===== src/rtl/memory_request_arbiter.sv =====
// Shares one sram-like memory port between instruction fetch and data access,
// tracking in-order outstanding transactions so each response reaches its originator.
module memory_request_arbiter #(
   parameter int ADDRESS_WIDTH = 32,
   parameter int DATA_WIDTH    = 32,
   parameter int OUTSTANDING   = 2,
   parameter int STARVE_LIMIT  = 4
) (
   input  logic                      clock,
   input  logic                      reset,
   input  logic                      inst_request,
   input  logic [ADDRESS_WIDTH-1:0]  inst_address,
   output logic                      inst_address_ok,
   output logic                      inst_data_ok,
   output logic [DATA_WIDTH-1:0]     inst_read_data,
   input  logic                      data_request,
   input  logic                      data_write,
   input  logic [1:0]                data_size,
   input  logic [DATA_WIDTH/8-1:0]   data_strobe,
   input  logic [ADDRESS_WIDTH-1:0]  data_address,
   input  logic [DATA_WIDTH-1:0]     data_write_data,
   output logic                      data_address_ok,
   output logic                      data_data_ok,
   output logic [DATA_WIDTH-1:0]     data_read_data,
   input  logic                      flush,
   output logic                      memory_request,
   output logic                      memory_write,
   output logic [1:0]                memory_size,
   output logic [DATA_WIDTH/8-1:0]   memory_strobe,
   output logic [ADDRESS_WIDTH-1:0]  memory_address,
   output logic [DATA_WIDTH-1:0]     memory_write_data,
   input  logic                      memory_address_ok,
   input  logic                      memory_data_ok,
   input  logic [DATA_WIDTH-1:0]     memory_read_data,
   output logic                      protocol_error
);

   localparam int PW = (OUTSTANDING > 1) ? $clog2(OUTSTANDING) : 1;
   localparam int CW = $clog2(OUTSTANDING + 1);
   localparam int TW = (STARVE_LIMIT > 0) ? $clog2(STARVE_LIMIT + 1) : 1;
   localparam logic [CW-1:0] COUNT_MAX  = CW'(OUTSTANDING);
   localparam logic [PW-1:0] PTR_LAST   = PW'(OUTSTANDING - 1);
   localparam logic [TW-1:0] STARVE_MAX = TW'(STARVE_LIMIT);

   typedef enum logic {SRC_INST = 1'b0, SRC_DATA = 1'b1} source_t;

   source_t         src_q  [OUTSTANDING];
   source_t         src_d  [OUTSTANDING];
   logic            disc_q [OUTSTANDING];
   logic            disc_d [OUTSTANDING];
   logic [PW-1:0]   head_q, head_d, tail_q, tail_d;
   logic [CW-1:0]   count_q, count_d;
   logic [TW-1:0]   starve_q, starve_d;
   logic            perr_q, perr_d;

   logic grant_inst, grant_data, can_issue, mem_req, accept;
   logic head_valid, pop, stray;

   function automatic logic [PW-1:0] next_ptr(input logic [PW-1:0] p);
      return (p == PTR_LAST) ? '0 : p + 1'b1;
   endfunction

   // Every handshake is gated by reset so nothing leaks out while it is held low.
   always_comb begin
      grant_inst = inst_request & ~flush & (~data_request | (starve_q == STARVE_MAX));
      grant_data = data_request & ~grant_inst;
      can_issue  = (count_q < COUNT_MAX);
      mem_req    = reset & can_issue & (grant_inst | grant_data);
      accept     = mem_req & memory_address_ok;
      head_valid = (count_q != '0);
      pop        = reset & memory_data_ok & head_valid;
      stray      = reset & memory_data_ok & ~head_valid;
   end

   assign memory_request    = mem_req;
   assign memory_write      = grant_data ? data_write      : 1'b0;
   assign memory_size       = grant_data ? data_size       : 2'd2;
   assign memory_strobe     = grant_data ? data_strobe     : '0;
   assign memory_address    = grant_data ? data_address    : inst_address;
   assign memory_write_data = grant_data ? data_write_data : '0;
   assign inst_address_ok   = accept & grant_inst;
   assign data_address_ok   = accept & grant_data;
   assign inst_data_ok      = pop & (src_q[head_q] == SRC_INST) & ~disc_q[head_q] & ~flush;
   assign data_data_ok      = pop & (src_q[head_q] == SRC_DATA);
   assign inst_read_data    = memory_read_data;
   assign data_read_data    = memory_read_data;
   assign protocol_error    = perr_q;

   // Flush marks inst entries first; a push in the same cycle can only be data.
   always_comb begin
      src_d   = src_q;
      disc_d  = disc_q;
      head_d  = head_q;
      tail_d  = tail_q;
      count_d = count_q;
      if (flush) begin
         for (int i = 0; i < OUTSTANDING; i++) begin
            if (src_q[i] == SRC_INST) disc_d[i] = 1'b1;
         end
      end
      if (accept) begin
         src_d[tail_q]  = grant_data ? SRC_DATA : SRC_INST;
         disc_d[tail_q] = 1'b0;
         tail_d         = next_ptr(tail_q);
      end
      if (pop) head_d = next_ptr(head_q);
      case ({accept, pop})
         2'b10:   count_d = count_q + 1'b1;
         2'b01:   count_d = count_q - 1'b1;
         default: count_d = count_q;
      endcase
   end

   always_comb begin
      starve_d = starve_q;
      if (!inst_request || inst_address_ok) starve_d = '0;
      else if (data_address_ok && starve_q != STARVE_MAX) starve_d = starve_q + 1'b1;
      perr_d = perr_q | stray;
   end

   always_ff @(posedge clock or negedge reset) begin
      if (!reset) begin
         for (int i = 0; i < OUTSTANDING; i++) begin
            src_q[i]  <= SRC_INST;
            disc_q[i] <= 1'b0;
         end
         head_q   <= '0;
         tail_q   <= '0;
         count_q  <= '0;
         starve_q <= '0;
         perr_q   <= 1'b0;
      end else begin
         src_q    <= src_d;
         disc_q   <= disc_d;
         head_q   <= head_d;
         tail_q   <= tail_d;
         count_q  <= count_d;
         starve_q <= starve_d;
         perr_q   <= perr_d;
      end
   end

endmodule

===== config.mk =====
export PLATFORM = sky130hd
export DESIGN_NAME = memory_request_arbiter
export DESIGN_NICKNAME = d
export VERILOG_FILES = /design/src/rtl/memory_request_arbiter.sv
export SDC_FILE = /design/constraint.sdc
export NUM_CORES = 1
export LEC_CHECK = 0
export BUFFER_PORTS_ARGS = -buffer_cell sky130_fd_sc_hd__clkbuf_2
export CORE_AREA = 3 3 109 111
export DETAILED_ROUTE_END_ITERATION = 7
export DIE_AREA = 0 0 112 114
export PLACE_DENSITY = 0.55
export SKIP_LAST_GASP = 1
export SYNTH_ARGS = -nofsm -noshare
export SYNTH_HDL_FRONTEND = slang
export SYNTH_SLANG_ARGS = --single-unit

===== constraint.sdc =====
create_clock -name clock -period 4.5 [get_ports clock]
set_clock_uncertainty 0.1 [all_clocks]
set_input_delay 0.9 -clock clock [delete_from_list [all_inputs] [get_ports clock]]
set_output_delay 0.9 -clock clock [all_outputs]
set_load 0.01 [all_outputs]

==> results by group <==
Clock tree
  • H-tree depth: 1
  • CTS tree: done
  • Clock sink count: 12
  • Worst-skew pair later-pin latency: 0.25 ns
  • Clk pin slew, worst setup/hold paths: 0.06 ns
  • Post_cts resized: 0
  • Cts hold-fix bufs: 0
  • Num CTS Buffers: 3
  • Post-CTS Setup Bufs: 0
  • Max clock buf depth: 2
  • Root Driver: clkbuf_8

Finish
  • Area growth syn-to-layout: 34.5%
  • Layout cells sized above 1: 68.3%
  • Final cell count without fillers: 471
  • Fill cells: 1,202
  • Antenna Cells: 0
  • Nets@finish: 477

Synth
  • Commonest cells post-synth: buf_4 (66), and2_1 (39), mux2_2 (30)
  • Async set or reset register ratio after synthesis: 100%
  • Synth Cell Area: 0.00184 mm^2
  • Most common cell in the netlist: buf_4
  • Synth Net Count: 356
  • Top cell type's share of synthesized area: 26.9%
  • Seq cells post-synth: 12
  • Gate count after technology mapping: 211
  • Synth top area cells: buf_4 (27%), mux2_2 (18%), dfrtp_1 (16%), and2_1 (13%), buf_6 (2.4%)
  • Main synth FF type: dfrtp_1
  • Mean Syn Cell Area: 8.72 um^2
  • Yosys cell types: 38
  • Sequential area share after synthesis: 16.3%
  • Synth warn: 0
  • Leading area contributor after synthesis: buf_4
  • Post-synth EDFFs: 0

Worst setup path
  • Most common cell on crit path: clkbuf_2
  • Worst-path cell with the longest stage delay: o21ai_4
  • Buf/Inv on CP: 2
  • CP top delay family: compound AO/OA/AOI/OAI gates
  • Startpoint class of the critical path: input port
  • Crit end category: output port
  • R2R depth: 6
  • CP cell instances: clkbuf_2, nand2b_4, o21ai_4, mux2_2, clkbuf_2
  • R2R Path Start: starve_q[0]
  • Critical path class: input port to output port
  • Crit-path max FO: 33
  • Crit path largest cell delay: 0.80 ns
  • CP Depth: 5
  • CP Launch Point: flush
  • CP arrival: 2.60 ns
  • CP required: 3.50 ns

Power
  • LEAKAGE: 1.35 nW
  • Pwr dens: 228 mW/mm^2
  • Total design power: 0.563 mW
  • Maximum VDD drop: 0.186 mV

Placed design
  • Place WS: 0.921 ns
  • Port buffer count: 186
  • Gp weighted congestion: 0.785
  • Post-placement cell count: 467
  • Hpwl dp: 5.39 mm

Route
  • Drt pass-1 iters: 4
  • WL final: 6.13 mm
  • Via count: 1,801
  • # DRC: 0
  • DR iter-0 viols: 20
  • WL/cell: 13.0 um
  • Via density: 3.82
  • Antenna-violating nets left: 0

Global route
  • Vias in the first global route: 1,785
  • Initial antenna violation count: 0
  • Largest net degree at the start of global routing: 40
  • Global-route wire length before repair: 9.03 mm
  • Total congestion overflow: 0
  • Total track usage: 8.48%

STA
  • Rel. slew slack: 32.6%
  • Min Tclk post-route: 3.60 ns
  • Post-Route Setup TNS: 0 ns
  • Period utilization: 80.0%
  • Hold WS: 0.380 ns
  • Unrepaired setup endpoints after global routing: no
  • # setup viols final: 0
  • Final Max Tran Viols: 0
  • Fmax: 0.278 GHz
  • Final WS setup: 0.902 ns
  • Worst slew pin tran: 1.01 ns
  • Final hold vios: 0

Worst hold path
  • Hold wc startpoint: protocol_error
  • Hold Path Depth: 1
  • Hold Path Class: flip-flop to flip-flop

Die
  • Core ar.: 0.0109 mm^2
  • Vert. Die Dim: 114 um
  • Core Rows: 38
  • # IOs: 283
  • Die Width: 112 um
  • Initial Util: 16.9%
  • Die area: 0.0128 mm^2

Run
  • Max Cap Viol: 0

Run status
  • Status: complete, no violations
-- state kept, by name, summed over array words and instances, names as in the netlist --
name,cells
starve_q,3
count_q,2
disc_q,2
src_q,2
head_q,1
protocol_error,1
tail_q,1
-- cell families after synthesis --
logic type | share of synthesized area, %
adders and majority gates | 2.04
DFF | 16.3
xor gates and xnor gates | 2.38
buffers and inverters | 31.0
and+or+nand+nor | 20.1
AOI/OAI and AO/OA | 6.93
muxes | 21.3
-- cell type report --
| cell class | instances | area (um^2) | area share [%] |
|---|---|---|---|
| inverter | 6 | 22.5 | 0.910 |
| multi-input combinational | 121 | 976 | 39.4 |
| tap | 140 | 175 | 7.08 |
| clock buffer | 4 | 55.1 | 2.22 |
| sequential | 12 | 300 | 12.1 |
| timing repair buffer | 188 | 946 | 38.2 |
-- where the power goes --
part / switching, mW / total [mW] / leakage (nW) / internal (mW)
Clock: 0.0426 / 0.120 / 0.0288 / 0.0774
Combinational: 0.123 / 0.266 / 1.18 / 0.143
Sequential: 0.0316 / 0.177 / 0.139 / 0.146
-- cell usage in the layout (no fill, tap or decap), drive strengths merged, types with 2 or more instances in the layout --
| cell | count |
|---|---|
| clkbuf | 190 |
| and2 | 39 |
| mux2 | 33 |
| dfrtp | 12 |
| inv | 6 |
| nand2 | 5 |
| nor2 | 4 |
| xnor2 | 4 |
| nand2b | 4 |
| a21oi | 3 |
| ha | 3 |
| o21ai | 3 |
| mux2i | 2 |
| nand3 | 2 |
| o22ai | 2 |
| buf | 2 |
-- worst paths after layout --
kind	end	slack (ns)
worst max-delay path	memory_address[9]	0.90
worst max register to register	src_q[1]	2.35
max in group asynchronous	starve_q[0]	3.54
min in group asynchronous	disc_q[0]	0.47
worst min register to register	protocol_error	0.38
worst min-delay path	protocol_error	0.38
-- metrics by stage --
stage                     area (um^2)  utilization, %
after floorplan                  1840               -
after global placement           2420            22.2
after detailed placement         2420            22.2
after CTS                        2470            22.7
after global routing             2470            22.7
final                            2470            22.7
-- routing by layer --
metal  vias to the layer above  track usage, %  wire, um
li1                        875               -         -
met1                       810            10.3      2310
met2                        88            14.0      3050
met3                        28            2.18       545
met4                         0            4.25       225
met5                         -               0         0
No activity file was read; power rests on OpenSTA's default activity.
